[config.mk]
export PLATFORM = sky130hd
export DESIGN_NAME = pc_fetch_unit
export DESIGN_NICKNAME = d
export VERILOG_FILES = /design/src/rtl/pc_fetch_unit.sv
export SDC_FILE = /design/constraint.sdc
export NUM_CORES = 1
export LEC_CHECK = 0
export CAP_MARGIN = 30
export CELL_PAD_IN_SITES_DETAIL_PLACEMENT = 1
export CELL_PAD_IN_SITES_GLOBAL_PLACEMENT = 2
export CORE_MARGIN = 2
export CORE_UTILIZATION = 29
export DETAILED_ROUTE_END_ITERATION = 6
export PLACE_DENSITY = 0.84
export SYNTH_ARGS = -nofsm -noshare
export SYNTH_HDL_FRONTEND = slang
export SYNTH_SLANG_ARGS = --single-unit
export TNS_END_PERCENT = 5
[constraint.sdc]
create_clock -name clk -period 3.3 [get_ports clk]
set_input_delay 0.99 -clock clk [delete_from_list [all_inputs] [get_ports clk]]
set_output_delay 0.99 -clock clk [all_outputs]
set_load 0.01 [all_outputs]
[src/rtl/pc_fetch_unit.sv]
// Program counter and single-outstanding instruction fetch front end.
// Handles branch redirects, including squashing of wrong-path responses.
module pc_fetch_unit #(
    parameter logic [31:0] RESET_PC = 32'h0000_0000
) (
    input  logic        clk,
    input  logic        rst,
    input  logic        Branch_Zero,
    input  logic [31:0] BranchesAddr,
    output logic        imem_req_valid,
    output logic [31:0] imem_req_addr,
    input  logic        imem_req_ready,
    input  logic        imem_rsp_valid,
    input  logic [31:0] imem_rsp_data,
    output logic        if_valid,
    output logic [31:0] if_instr,
    output logic [31:0] if_pc,
    input  logic        if_ready,
    output logic [31:0] PCPlus4
);

    typedef enum logic [1:0] {S_REQ, S_WAIT, S_OUT} fetchStateT;

    fetchStateT  state;
    logic [31:0] pc;
    logic [31:0] fetchPc;
    logic        drop;
    logic [31:0] target;

    assign target        = BranchesAddr & ~32'd3;
    // Request is gated by reset so it drops the moment reset asserts.
    assign imem_req_valid = rst && (state == S_REQ) && !Branch_Zero;
    assign imem_req_addr  = pc;
    assign PCPlus4        = pc + 32'd4;

    always_ff @(posedge clk or negedge rst) begin
        if (!rst) begin
            state    <= S_REQ;
            pc       <= RESET_PC;
            fetchPc  <= RESET_PC;
            drop     <= 1'b0;
            if_valid <= 1'b0;
            if_instr <= '0;
            if_pc    <= '0;
        end else begin
            case (state)
                S_REQ: begin
                    if (Branch_Zero) begin
                        pc <= target;
                    end else if (imem_req_ready) begin
                        fetchPc <= pc;
                        state   <= S_WAIT;
                    end
                end
                S_WAIT: begin
                    if (imem_rsp_valid) begin
                        state <= S_REQ;
                        drop  <= 1'b0;
                        if (Branch_Zero) begin
                            pc <= target;
                        end else if (!drop) begin
                            if_instr <= imem_rsp_data;
                            if_pc    <= fetchPc;
                            if_valid <= 1'b1;
                            pc       <= fetchPc + 32'd4;
                            state    <= S_OUT;
                        end
                    end else if (Branch_Zero) begin
                        // Stale response still in flight; remember to discard it.
                        pc   <= target;
                        drop <= 1'b1;
                    end
                end
                S_OUT: begin
                    if (Branch_Zero || if_ready) begin
                        if_valid <= 1'b0;
                        state    <= S_REQ;
                        if (Branch_Zero) pc <= target;
                    end
                end
                default: state <= S_REQ;
            endcase
        end
    end

endmodule

==> results.yml, run 1 <==
outcome:
  failed_checks: "setup timing"
  status: "finished with violations"
finish:
  area_delta_synth_final_pct: 52.57
  most-common-layout-cells: "sky130_fd_sc_hd__clkdlybuf4s50_1, sky130_fd_sc_hd__dfrtp_1, sky130_fd_sc_hd__mux2_2, sky130_fd_sc_hd__buf_4, sky130_fd_sc_hd__xor2_1"
  final_net_count: 846
  insertedDiodeCount: 0
  drive_gt1_frac: 0.2706
  layout.cells.most_common: "sky130_fd_sc_hd__clkdlybuf4s50_1"
timing:
  fmax_ghz: 0.2978
  slew_headroom: 0.4635
  fin_worst_hold_slack_ps: 503.4
  timing_max_transition_violations_final: 0
  tightestPinTransition_ps: 798.8
  setup_total_negative_slack_ps: -140.5
  worst_clock_skew_ps: 10.24
  fin_ws_ps: -57.96
  final-setup-viol-count: 3
  final_min_period_over_clock_period: 1.018
  grt_setup_unrepaired: "true"
  number_of_endpoints_with_negative_hold_slack_in_the_final_report: 0
  finalWorstPathRequiredPeriod_ps: 3358
run:
  max_cap_violations: 0
critical_path:
  rr_worst_depth: 6
  setup.worst_path.start_class: "flip-flop"
  critical_path.startpoint: "imem_req_addr[5]"
  reg2reg_setup_slack_ps: 1060
  setup.worst_path.end_class: "output pin"
  timing.rr.start: "fetchPc[2]"
  worst_r2r_endpoint: "imem_req_addr[30]"
  crit_end: "PCPlus4[29]"
  crit_path_arrival_time_ps: 2370
  critPathKind: "reg2out"
  critical_path_peak_fanout: 3
  data_required_time_at_the_worst_endpoint_ps: 2310
pwr:
  power.net_switching_w: 0.002317
  share_clk_of_total_power: 0.270
  post-layout-total-power_w: 0.007359
  p_per_area_nw_per_um2: 767.6
  cellLeakagePower_nw: 4.025
  vdd_ir_drop_max_mv: 0.3890
  switching_part_of_the_total: 0.3149
  power_frac_comb: 0.360
  share_seq_of_total_power: 0.369
  cellInternalPower_w: 0.005042
grt:
  total_congestion_overflow_after_global_routing: 0
  grt_pass1_wl_um: 32840
  first_global_vias: 5864
  gr-usage-all-layers: 0.1889
  antenna_found_initial: 0
  grt_max_degree: 133
route:
  detail_route.wl_per_cell_um: 19.77
  drt_iter0_markers: 195
  drt-pass1-iter-count: 5
  antenna_violating_nets_post_route: 0
  dr_total_vias: 5244
  route.detailed.vias_per_inst: 4.938
  drc_errors: 0
  drt_wl_total_um: 21000
synth:
  yosys_register_bits: 132
  yosys_most_used_dff: "sky130_fd_sc_hd__dfrtp_1"
  post_synth_inst_count: 533
  async_reset_ff_frac: 1.000
  synth.yosys.seq_area_share: 0.5257
  syn-mean-instance-area_sq_um: 11.79
  synth_warnings: 0
  synth.net_count: 605
  synth_unique_cells: 50
  number_of_flops_mapped_to_enable_cells_by_yosys: 0
  post_synthesis_cell_area_sq_um: 6284
placed_design:
  place.gp.congestion: 0.7725
  half_perimeter_wire_length_after_placement_um: 15250
  port_buffers: 197
clock_tree:
  cts_tree: "built"
  cts_made_buffers: 17
  clockBufferDepth: 2
  clock_sink_count: 132
  cts.reportedPaths.clkPinSlew_ps: 60
  clock_tree.htree_level_count: 4
  clk-insertion-delay-late_ps: 430
  cts_root_buffer: "sky130_fd_sc_hd__clkbuf_16"
floorplan:
  chipHeight_um: 151.2
  placementRows: 53
  dieArea_sq_um: 22860
  initial_core_util: 0.2970
  placeableCoreArea_sq_um: 21150
  die_extent_in_x_um: 151.2
  top_level_ports: 200
min_path:
  hold_class: "reg2reg"
registers in the layout, summed over array words and instances (netlist names):
signal and flops:
fetchPc 32, if_instr 32, if_pc 32, imem_req_addr 32, state 2, drop 1, if_valid 1
layer usage:
metal,up-vias,GRT usage,wire [um]
met1,2687,0.2276,8761
met3,12,0.05904,1354
li1,2392,-,-
met2,153,0.3262,10700
met4,0,0.05047,183
met5,-,0,0
how the worst min path moves through the flow:
| stage | from | end | slack, ps | cells past startpoint |
|---|---|---|---|---|
| global placement | if_pc[30] | if_pc[30] | 480 | 1 |
| CTS | if_pc[30] | if_pc[30] | 500 | 1 |
| floorplan | fetchPc[0] | imem_req_addr[0] | 490 | 1 |
| finish | if_pc[30] | if_pc[30] | 500 | 1 |
| detailed placement | if_pc[30] | if_pc[30] | 490 | 1 |
| global route | if_pc[10] | if_pc[10] | 520 | 1 |
metrics by stage:
| stage | cells | util | cell area, sq um | worst slack (ps) |
|---|---|---|---|---|
| 2_1_floorplan | 533 | - | 6284 | 409.5 |
| 3_3_place_gp | 1024 | 0.4199 | 8884 | 1.180 |
| 3_5_place_dp | 1024 | 0.4199 | 8884 | -29.07 |
| 4_1_cts | 1061 | 0.4527 | 9577 | -203.1 |
| 5_1_grt | 1062 | 0.4532 | 9587 | -122.8 |
| 6_report | 1062 | 0.4532 | 9587 | -57.96 |
critical path, cell delays in order, from the launching register on:
cell and delay, ps:
sky130_fd_sc_hd__dfrtp_1 380, sky130_fd_sc_hd__and4_4 260, sky130_fd_sc_hd__nand2_2 60, sky130_fd_sc_hd__or4_4 590, sky130_fd_sc_hd__buf_6 160, sky130_fd_sc_hd__nor2_2 120, sky130_fd_sc_hd__xor2_1 210, sky130_fd_sc_hd__buf_2 170
area by class of cell:
cell class / count / area, sq um
fillers: 2225 / 11570
flip-flops and latches: 132 / 3303
multi-input cells: 365 / 2899
repair buffers: 249 / 2386
clock buffers: 21 / 470.5
well taps: 275 / 344.1
clock inverters: 11 / 150.1
inverters: 9 / 33.78
synthesized netlist by cell type, types with 8 or more instances:
cell type                    n  share of area
sky130_fd_sc_hd__a21oi_1    20          0.016
sky130_fd_sc_hd__a22oi_1    12          0.014
sky130_fd_sc_hd__and3_1      9         0.0090
sky130_fd_sc_hd__buf_2      12         0.0096
sky130_fd_sc_hd__clkbuf_1   12         0.0072
sky130_fd_sc_hd__dfrtp_1   132           0.53
sky130_fd_sc_hd__inv_1       9         0.0054
sky130_fd_sc_hd__mux2_2     94           0.17
sky130_fd_sc_hd__nand2_1    34          0.020
sky130_fd_sc_hd__nand3_1    22          0.018
sky130_fd_sc_hd__nand4_1     8         0.0080
sky130_fd_sc_hd__nor2_1     21          0.013
sky130_fd_sc_hd__o21ai_0    18          0.014
sky130_fd_sc_hd__o22ai_1    15          0.015
sky130_fd_sc_hd__xnor2_1    21          0.029
sky130_fd_sc_hd__xor2_1     34          0.047
what timing repair did:
action,in CTS,in global routing
resized for setup,39,28
endpoints found under the setup margin,16,16
cloned,0,0
hold buffers,0,0
setup buffers,5,1
pin swaps,4,5
cell families (layout without fill, tap and decap cells):
kind of cell	after synthesis	count (layout)	synth area share
and+or+nand+nor	129	129	0.1137
AOI/OAI and AO/OA	83	83	0.08184
muxes	96	96	0.1718
DFF	132	132	0.5257
buffers and inverters	36	290	0.02628
adders and majority gates	2	2	0.003982
xor gates and xnor gates	55	55	0.07666
power by group through the flow:
stage / clock [W] / sequential [W] / combinational, W
floorplan: 0 / 0.00286 / 0.000921
global placement: 0 / 0.00269 / 0.00261
detailed placement: 0 / 0.00274 / 0.00267
CTS: 0.00203 / 0.00272 / 0.00269
global route: 0.00211 / 0.00282 / 0.00286
finish: 0.00199 / 0.00272 / 0.00265
No activity file was read; power rests on OpenSTA's default activity.
==> inputs of run 2 (changes only) <==
--- a/config.mk
+++ b/config.mk
@@ -12,6 +12,7 @@
 export CORE_UTILIZATION = 29
 export DETAILED_ROUTE_END_ITERATION = 6
 export PLACE_DENSITY = 0.84
+export SKIP_LAST_GASP = 1
 export SYNTH_ARGS = -nofsm -noshare
 export SYNTH_HDL_FRONTEND = slang
 export SYNTH_SLANG_ARGS = --single-unit
==> run 2 against run 1 <==
The run still ends with setup timing left. Global-route usage stayed put. Cell count barely moved. Sequential power is essentially flat. Non-clock buffer count down 1. Setup slack got worse by 200 ps. Register-to-register slack about the same. Power decreased by 0.13%. Routed wire length down 1.1%. Critical path type unchanged. Critical endpoint unchanged.
==> results.yml, run 2 (synthesis results as in run 1) <==
critical_path:
  critical_path_peak_fanout: 3
  critical_path.startpoint: "imem_req_addr[2]"
  crit_path_arrival_time_ps: 2570
  setup.worst_path.end_class: "output pin"
  critPathSlowestCell: "sky130_fd_sc_hd__or4_4"
  path_cells: "and4_4, nand2_1, or4_4, buf_4, nor2_1, xor2_1, dlygate4sd2_1"
  timing.rr.start: "fetchPc[2]"
  critPathKind: "reg2out"
  critical_path.max_stage_delay_ps: 590
  setup.worst_path.start_class: "flip-flop"
  data_required_time_at_the_worst_endpoint_ps: 2310
route:
  antenna_violating_nets_post_route: 0
  dr_total_vias: 5230
  drt-pass1-iter-count: 4
  detail_route.wl_per_cell_um: 19.56
  drt_iter0_markers: 212
  drc_errors: 0
  drt_wl_total_um: 20760
  route.detailed.vias_per_inst: 4.929
timing:
  grt_setup_unrepaired: "true"
  final-setup-viol-count: 11
  number_of_endpoints_with_negative_hold_slack_in_the_final_report: 0
  worst_clock_skew_ps: 12.48
  tightestPinTransition_ps: 804.2
  fin_ws_ps: -257.0
  setup_total_negative_slack_ps: -1547
  timing_max_transition_violations_final: 0
  final_min_period_over_clock_period: 1.078
  finalWorstPathRequiredPeriod_ps: 3557
  fmax_ghz: 0.2811
  slew_headroom: 0.4599
finish:
  layout.cells.non_filler: 1061
  drive_gt1_frac: 0.2468
  layout.cells.most_common: "sky130_fd_sc_hd__clkdlybuf4s50_1"
  most-common-layout-cells: "sky130_fd_sc_hd__clkdlybuf4s50_1, sky130_fd_sc_hd__dfrtp_1, sky130_fd_sc_hd__mux2_2, sky130_fd_sc_hd__buf_4"
  insertedDiodeCount: 0
  postLayoutCoreUtil: 0.4521
  final_area_sq_um: 9564
  final_net_count: 845
  area_delta_synth_final_pct: 52.21
pwr:
  p_per_area_nw_per_um2: 768.4
  vdd_ir_drop_max_mv: 0.3891
  cellLeakagePower_nw: 3.958
floorplan:
  dieArea_sq_um: 22860
  chipHeight_um: 151.2
  placeableCoreArea_sq_um: 21150
  placementRows: 53
  die_extent_in_x_um: 151.2
  initial_core_util: 0.2970
  top_level_ports: 200
clock_tree:
  clockBufferDepth: 2
  cts_tree: "built"
  clock_tree.htree_level_count: 4
  clock_sink_count: 132
  cts_made_buffers: 17
  cts-hold-fix-buffers: 0
  cts.reportedPaths.clkPinSlew_ps: 60
  clk-insertion-delay-late_ps: 430
  cts_root_buffer: "sky130_fd_sc_hd__clkbuf_16"
run:
  max_cap_violations: 0
placed_design:
  placed_cell_area_sq_um: 8884
  half_perimeter_wire_length_after_placement_um: 15250
  placement.setup.worst_slack_ps: -29.07
  port_buffers: 197
  place.gp.congestion: 0.7725
  post_place_cells: 1024
grt:
  antenna_found_initial: 0
  total_congestion_overflow_after_global_routing: 0
  gr-usage-all-layers: 0.1889
  grt_pass1_wl_um: 32840
  first_global_vias: 5867
  grt_max_degree: 133
outcome:
  failed_checks: "setup timing"
  status: "finished with violations"
min_path:
  hold_class: "reg2reg"
  hold_path_startpoint: "if_pc[30]"
## run 2: layout make-up
cell class,count,area (sq um)
Clock buffer,21,470.5
Clock inverter,11,150.1
Fill cell,2237,11590
Inverter,9,33.78
Multi-Input combinational cell,365,2853
Sequential cell,132,3303
Tap cell,275,344.1
Timing Repair Buffer,248,2410
## run 2: report_power, final
group          switching (W)  internal (W)  total, W
clock network       0.000738       0.00125   0.00199
registers           0.000504       0.00221   0.00271
logic                0.00106       0.00159   0.00265
## run 2: per-stage QoR
stage / hold slack, ps / power (W)
final: 501.4 / 0.007349
after global routing: 515.2 / 0.007779
after CTS: 503.7 / 0.007447
after detailed placement: 488.8 / 0.005416
after global placement: 484.8 / 0.005298
after floorplan: 487.7 / 0.003776
## run 2: what timing repair did
item                       4_1_cts  5_1_grt
pin swaps                        2        0
resized for setup               18        1
setup buffers                    5        0
setup endpoints to repair       16       20
## run 2: routing by layer
metal | vias to the layer above | wire [um] | GRT usage
met5 | - | 0 | 0
met1 | 2666 | 8611 | 0.2274
met4 | 0 | 240 | 0.05047
li1 | 2388 | - | -
met2 | 160 | 10570 | 0.3265
met3 | 16 | 1335 | 0.05904
## run 2: worst paths after layout
kind | to | slack, ps | cells past startpoint
max | PCPlus4[29] | -260 | 7
min | if_pc[30] | 500 | 1
max reg2reg | imem_req_addr[30] | 1050 | 6
min reg2reg | if_pc[30] | 500 | 1
max in group asynchronous | if_pc[1] | 2090 | 2
min in group asynchronous | fetchPc[9] | 700 | 2
## run 2: critical path, delay by kind of cell (launching register included)
| family | cells | cell delay, ps |
|---|---|---|
| AND/OR/NAND/NOR | 4 | 1070 |
| buffers and inverters | 2 | 480 |
| flip-flops | 1 | 380 |
| XOR/XNOR | 1 | 210 |
